<file path="config.mk">
export PLATFORM = sky130hd
export DESIGN_NAME = duty_feeder
export DESIGN_NICKNAME = d
export VERILOG_FILES = /design/src/rtl/duty_feeder.sv
export SDC_FILE = /design/constraint.sdc
export NUM_CORES = 1
export LEC_CHECK = 0
export BUFFER_PORTS_ARGS = -buffer_cell sky130_fd_sc_hd__buf_2
export CAP_MARGIN = 20
export CELL_PAD_IN_SITES_DETAIL_PLACEMENT = 1
export CELL_PAD_IN_SITES_GLOBAL_PLACEMENT = 2
export CORE_UTILIZATION = 44
export DETAILED_ROUTE_END_ITERATION = 12
export HOLD_SLACK_MARGIN = 0.05
export PLACE_DENSITY = 0.86
export SLEW_MARGIN = 40
export SYNTH_ARGS = -nofsm -noshare
export SYNTH_HDL_FRONTEND = slang
export SYNTH_SLANG_ARGS = --single-unit
</file>
<file path="constraint.sdc">
create_clock -name clk -period 7.4 [get_ports clk]
set_input_delay 0.74 -clock clk [delete_from_list [all_inputs] [get_ports clk]]
set_output_delay 0.74 -clock clk [all_outputs]
set_load 0.005 [all_outputs]
</file>
<file path="src/rtl/duty_feeder.sv">
// Sample FIFO feeding the PWM duty word: one pop per PWM period, midscale on underrun.
// Optional volume attenuation is compiled in with DUTY_FEEDER_VOLUME_EN.
module duty_feeder #(
  parameter int N     = 4,
  parameter int DEPTH = 8
) (
  input  logic                     clk,
  input  logic                     rst,
  input  logic                     ena,
  input  logic [N-1:0]             s_data,
  input  logic                     s_valid,
  output logic                     s_ready,
  input  logic                     pwm_step,
  input  logic                     vol_up,
  input  logic                     vol_dn,
  output logic [N-1:0]             duty,
  output logic [$clog2(DEPTH):0]   level,
  output logic                     underrun
);

  localparam int PW = $clog2(DEPTH);
  localparam int LW = PW + 1;
  localparam logic [N-1:0] MID = {1'b1, {(N-1){1'b0}}};

  logic [N-1:0]  mem_q [DEPTH];
  logic [PW-1:0] wr_ptr_q, wr_ptr_d;
  logic [PW-1:0] rd_ptr_q, rd_ptr_d;
  logic [LW-1:0] level_q, level_d;
  logic [N-1:0]  duty_q, duty_d;
  logic          underrun_q, underrun_d;
  logic [N-1:0]  rd_word, scaled;
  logic          push, pop_req, pop, empty;

  // Ready comes from the registered level, so a pop never frees a slot in the same cycle.
  assign empty   = (level_q == '0);
  assign s_ready = ena & (level_q < LW'(DEPTH));
  assign push    = s_valid & s_ready;
  assign pop_req = pwm_step & ena;
  assign pop     = pop_req & ~empty;
  assign rd_word = mem_q[rd_ptr_q];

`ifdef DUTY_FEEDER_VOLUME_EN
  logic [1:0]      vol_q, vol_d;
  logic signed [N:0] centred, shifted, sum;
  logic            unused_sum_msb;

  always_comb begin
    vol_d = vol_q;
    if (vol_up & ~vol_dn & (vol_q != 2'd0)) begin
      vol_d = vol_q - 2'd1;
    end else if (vol_dn & ~vol_up & (vol_q != 2'd3)) begin
      vol_d = vol_q + 2'd1;
    end
  end

  // Arithmetic shift floors toward -inf; the result always fits back into N bits.
  always_comb begin
    centred = $signed({1'b0, rd_word}) - $signed({1'b0, MID});
    shifted = centred >>> vol_q;
    sum     = shifted + $signed({1'b0, MID});
    scaled  = sum[N-1:0];
  end
  assign unused_sum_msb = sum[N];

  always_ff @(posedge clk or negedge rst) begin
    if (!rst) begin
      vol_q <= '0;
    end else begin
      vol_q <= vol_d;
    end
  end
`else
  logic unused_vol;
  assign unused_vol = vol_up ^ vol_dn;
  assign scaled     = rd_word;
`endif

  always_comb begin
    wr_ptr_d   = wr_ptr_q;
    rd_ptr_d   = rd_ptr_q;
    level_d    = level_q;
    duty_d     = duty_q;
    underrun_d = 1'b0;
    if (push) begin
      wr_ptr_d = wr_ptr_q + PW'(1);
    end
    if (pop) begin
      rd_ptr_d = rd_ptr_q + PW'(1);
      duty_d   = scaled;
    end else if (pop_req) begin
      duty_d     = MID;
      underrun_d = 1'b1;
    end
    if (push && !pop) begin
      level_d = level_q + LW'(1);
    end else if (pop && !push) begin
      level_d = level_q - LW'(1);
    end
  end

  // Storage needs no reset: level alone decides what is valid.
  always_ff @(posedge clk) begin
    if (push) begin
      mem_q[wr_ptr_q] <= s_data;
    end
  end

  always_ff @(posedge clk or negedge rst) begin
    if (!rst) begin
      wr_ptr_q   <= '0;
      rd_ptr_q   <= '0;
      level_q    <= '0;
      duty_q     <= MID;
      underrun_q <= 1'b0;
    end else begin
      wr_ptr_q   <= wr_ptr_d;
      rd_ptr_q   <= rd_ptr_d;
      level_q    <= level_d;
      duty_q     <= duty_d;
      underrun_q <= underrun_d;
    end
  end

  assign duty     = duty_q;
  assign level    = level_q;
  assign underrun = underrun_q;

endmodule

</file>
==> Word-level counts from Yosys, hierarchy flattened <==
Memory sizes are Yosys's and may differ from the RTL's.
Index checks and enable logic that the tools add are counted.
{ "totals": {"ff_bits": 15, "latch_bits": 0, "ram_bits": 32, "romBits": 0, "in_bits": 11, "out_inout_bits": 10, "wordCells": 31, "memories": 1} }
{ "memory_table": {"columns": ["memory", "words", "word_bits", "read_ports", "rd_clocked_by_memory_dff", "wr", "line", "rtl"], "rows": [
  ["mem_q", 8, 4, 1, 0, 1, "25", "logic [N-1:0] mem_q [DEPTH];"]
]} }
{ "op_classes": {"addsub": 4, "n_mul": 0, "div_mod_pow": 0, "magnitude_cmp": 1, "eq_ne": 0, "shifts": 0, "n_mux": 8, "n_bitwise": 5, "reduce_logical": 7} }
{ "ops": {"columns": ["op", "n"], "rows": [
  ["4-bit two-way mux", 4],
  ["3-bit by 1-bit adder with 3-bit output (second input constant)", 2],
  ["4-bit by 1-bit adder with 4-bit output (second input constant)", 1],
  ["1-bit bitwise AND", 4],
  ["4-bit zero test", 1],
  ["4-bit less-than comparator (second input constant)", 1],
  ["1-bit two-way mux", 4],
  ["2-bit nonzero test", 2],
  ["4-bit by 1-bit subtractor with 4-bit output (second input constant)", 1],
  ["1-bit logical AND", 2],
  ["1-bit zero test", 2],
  ["1-bit inverter", 1]
]} }

==> Depth between registers and ports, before layout <==
{ "logic_depth": {"depth_word": 7, "ltp_mapped": 10, "depth_no_buf": 10} }

==> Worst setup path before layout <==
Ideal clock, no wire load.
{ "synth_path": {"path_kind": "in2reg", "startpoint": "input port ena", "endpoint": "register level_q[3] (netlist: level[3])", "setup_time_ps": 136, "arrival_time_ps": 2460, "path_slack_ps": 4804, "stages": 9, "n_path_buf": 1, "cell_sequence": "nor2b_1 and2_1 buf_2 ha_1 inv_1 ha_1 a21o_1 a2111oi_0 o31ai_1"} }
{ "synth_via": {"elab_chain_len": 5, "elab_cells_between_ends": 10, "cone_classes": "1 x mux; 4 x bitwise; 5 x reduce/logical"} }
{ "synth_rtl": {"columns": ["item", "line", "rtl"], "rows": [
  ["start, declared", "9", "input logic ena,"],
  ["1-bit bitwise AND *", "36", "assign s_ready = ena & (level_q < LW'(DEPTH));"],
  ["1-bit bitwise AND *", "37", "assign push = s_valid & s_ready;"],
  ["via push", "32", "logic push, pop_req, pop, empty;"],
  ["1-bit zero test", "96", "end else if (pop && !push) begin"],
  ["1-bit logical AND", "96", null],
  ["2-bit nonzero test (no line)", null, null],
  ["end signal, assigned", "118", "level_q <= level_d;"],
  ["end, declared", "28", "logic [LW-1:0] level_q, level_d;"]
]} }
Mark *: on every way through the listed nets, which the timed path passes. The rest lies on a longest branch.
A chain may end at the register's enable or synchronous reset.

==> Worst setup path in the final report <==
{ "layout_path": {"startpoint": "register level_q[0] (netlist: level[0])", "endpoint": "register level_q[3] (netlist: level[3])"} }
{ "layout_via": {"elab_chain_len": 6, "elab_cells_between_ends": 15, "cone_classes": "2 x add/sub; 1 x order compare; 2 x mux; 4 x bitwise; 6 x reduce/logical"} }
{ "layout_rtl": {"columns": ["item", "line"], "rows": [
  ["4-bit less-than comparator / 4-bit zero test (equally long branches)", "36, 35"],
  ["1-bit bitwise AND / 1-bit inverter (equally long branches)", "36, 39"],
  ["1-bit bitwise AND (on tied branches)", "37, 39"],
  ["1-bit zero test (on tied branches)", "96, 94"],
  ["1-bit logical AND (on tied branches)", "96, 94"],
  ["2-bit nonzero test (no line) / 4-bit two-way mux (equally long branches)", null]
]} }
Several ways; a longest one is shown, not always the timed one. The select of a mux whose other input is x is not followed.

==> impl_metrics.tcl <==
set metrics [dict create \
    run_status "finished, final reports clean" \
    tns_ns 0 \
    synth_ff_type "edfxtp_1" \
    gp_congestion 0.6985 \
    clockPowerShare_pct 22.0 \
    portBuffers 18 \
    fmax_mhz 350.3 \
    gr-total-overflow 0 \
    crit_top_cell "ha_1" \
    antenna_left 0 \
    startpoint_type "register" \
    combPwrFrac_pct 28.4 \
    cts_sinks 47 \
    grt_pass1_vias 1280 \
    power_frac_seq_pct 49.6 \
    cp.arrival_ns 3.02 \
    cts_setup_buffers 0 \
    setup_viol 0 \
    yosys_warnings 0 \
    final_cells 212 \
    p_per_area_nw_per_um2 363.4 \
    core_sq_um 4414 \
    synth_seq_cells 47 \
    power.switching_mw 0.2743 \
    endpoint_kind "register" \
    grt_util_all_layers_pct 17.57 \
    synth_cell_type_count 36 \
    fin_skew_ns 0.002589 \
    utilization_pct 51.87 \
    clk_pin_slew_ns 0.08 \
    r2r_cells 9 \
    p_leak_nw 0.8400 \
    die_w_um 70.44 \
    hold_viol 0 \
    grt_max_degree 21 \
    start_util_pct 46.68 \
    netSwitchingFraction_pct 32.97 \
    nNetsFinal 176 \
    clk_latency_ns 0.29 \
    placed_cells 204 \
    synth-edff-count 32 \
    grt_antenna_before_repair 0 \
    syn-num-nets 157 \
    hp-class "primary input to async pin" \
    path_class "register to register" \
    period_share_pct 38.58 \
    vias_per_cell 5.580 \
    num_rows 24 \
    vias 1183 \
    cts_tree "built" \
    die_h_um 70.44 \
    slowest_stage "or4_1" \
    clock_path_buffers 2 \
    slowest_delay_ns 0.54 \
    drv_cap 0 \
    worstMarginPinSlew_ns 0.8196 \
    internal-power_mw 0.5577 \
    rsz0062_at_grt "no" \
    dieArea_sq_um 4961 \
    relSlewSlack_pct 45.36 \
    ys_async_sr_fraction_pct 31.91 \
    cts_made_buffers 5 \
    htreeDepth 2 \
    first_pass_iters 4 \
    postCtsHoldBufs 0 \
    path_cells "or4_1, nor2b_4, inv_6, ha_1, inv_1, ha_1, a21o_1, a2111oi_0, o31ai_1" \
    drt_iter0_drc 59 \
    drv_slew 0 \
    cts_root_buf "clkbuf_8" \
    dp.final_hpwl_mm 2.772 \
    drive_gt1_share_pct 23.75 \
    vdd_drop_max_mv 0.1111 \
    wl_per_cell_um 18.21 \
    syn_area_sq_um 2061 \
    syn_inst 140 \
    syn2layout_area_growth_pct 11.11 \
    min_period_ns 2.855 \
    cp.required_ns 7.56 \
    route.detailed.drc 0 \
    n_antenna_cell 0 \
    wl_mm 3.861 \
    cts_resized 0 \
    syn_avg_cell_area_sq_um 14.72 \
    pin_count 21 \
    seq_area_frac_synth_pct 64.91 \
    crit_fanout 6 \
    grt_pass1_wl_mm 6.555 \
]
power groups by stage:
stage	Clock (mW)	Sequential [mW]	Combinational, mW
after floorplan	0	0.375	0.205
after CTS	0.187	0.413	0.240
after global placement	0	0.411	0.221
final	0.183	0.413	0.236
after detailed placement	0	0.419	0.236
after global routing	0.196	0.423	0.264
layer usage:
layer	up-vias	global-route usage [%]	share of wire [%]
met5	-	0	0
met4	0	6.000	1.2
met3	4	3.030	3.5
met2	23	28.04	49
met1	600	24.28	46
li1	556	-	-
worst max-delay path: cells and delay by family (launching register included):
| family | cells | cell delay [ns] |
|---|---|---|
| buffers and inverters | 2 | 0.23 |
| and+or+nand+nor | 2 | 0.71 |
| adders and majority gates | 2 | 0.53 |
| DFF | 1 | 0.47 |
| AOI/OAI and AO/OA | 3 | 0.80 |
layout make-up:
class / instances / area, sq um
Fill cell: 436 / 2125
Sequential cell: 47 / 1338
Multi-Input combinational cell: 85 / 674.4
Timing Repair Buffer: 18 / 90.09
Clock buffer: 6 / 72.57
Tap cell: 52 / 65.06
Clock inverter: 2 / 37.54
Inverter: 2 / 12.51
synth_stat cells, types with 2 or more instances:
cell type / n / area share, %
edfxtp_1: 32 / 47
clkbuf_1: 2 / 0.36
nand2_1: 14 / 2.6
nand2b_1: 5 / 1.5
mux2i_1: 2 / 0.97
o41ai_2: 3 / 2.4
buf_2: 2 / 0.49
nor2_1: 6 / 1.1
dfrtp_1: 14 / 17
mux4_2: 4 / 4.4
a31oi_1: 2 / 0.61
a2111oi_0: 4 / 1.7
xnor2_1: 5 / 2.1
o21ai_0: 2 / 0.49
nor3_1: 5 / 1.2
a21oi_1: 2 / 0.49
a211oi_1: 3 / 1.1
nor2b_1: 10 / 3.0
ha_1: 5 / 3.0
mux2_2: 2 / 1.1
path summary, 6_finish.rpt:
| check | startpoint | end | slack (ns) |
|---|---|---|---|
| worst max-delay path | level[0] | level[3] | 4.54 |
| worst min-delay path | rst | level[2] | 0.35 |
| worst max register to register | level[0] | level[3] | 4.54 |
| worst min register to register | duty[2] | duty[2] | 0.49 |
| max in group asynchronous | rst | duty[3] | 6.75 |
| min in group clk | duty[2] | duty[2] | 0.49 |
cell usage in the layout, fill, tap and decap left out, drive strengths merged, types with 2 or more instances in the layout:
cell and n:
nor2 6, nand2b 5, mux4 4, ha 5, nor3 5, nor2b 11, mux2i 2, a211oi 3
o41ai 3, inv 2, a21oi 2, clkbuf 6, buf 18, xnor2 5, mux2 3, edfxtp 32
a31oi 2, nand2 15, o21ai 2, dfrtp 14, a2111oi 4
sequential cells by signal, indices dropped and copies added (netlist names):
register  flops
underrun      1
mem_q        32
rd_ptr_q      3
level         4
wr_ptr_q      3
duty          4
cells by family (layout without fill, tap and decap cells):
logic type	Yosys count	after routing	synth area share, %
muxes	9	9	6.982
buffers and inverters	8	28	2.368
and+or+nand+nor	46	46	11.72
adders and majority gates	6	6	4.007
AOI/OAI and AO/OA	18	18	7.468
DFF	47	47	64.91
xor gates and xnor gates	6	6	2.550
stage by stage:
step | hold WS (ns) | area (sq um) | worst slack [ns] | power (mW)
after floorplan | 0.4444 | 2061 | 4.804 | 0.5801
after global placement | 0.4661 | 2180 | 4.522 | 0.6321
after detailed placement | 0.4799 | 2180 | 4.432 | 0.6549
after CTS | 0.3619 | 2290 | 4.496 | 0.8409
after global routing | 0.3735 | 2290 | 4.404 | 0.8828
final | 0.3494 | 2290 | 4.545 | 0.8320
Note: power is estimated with default switching activity, not from simulation.
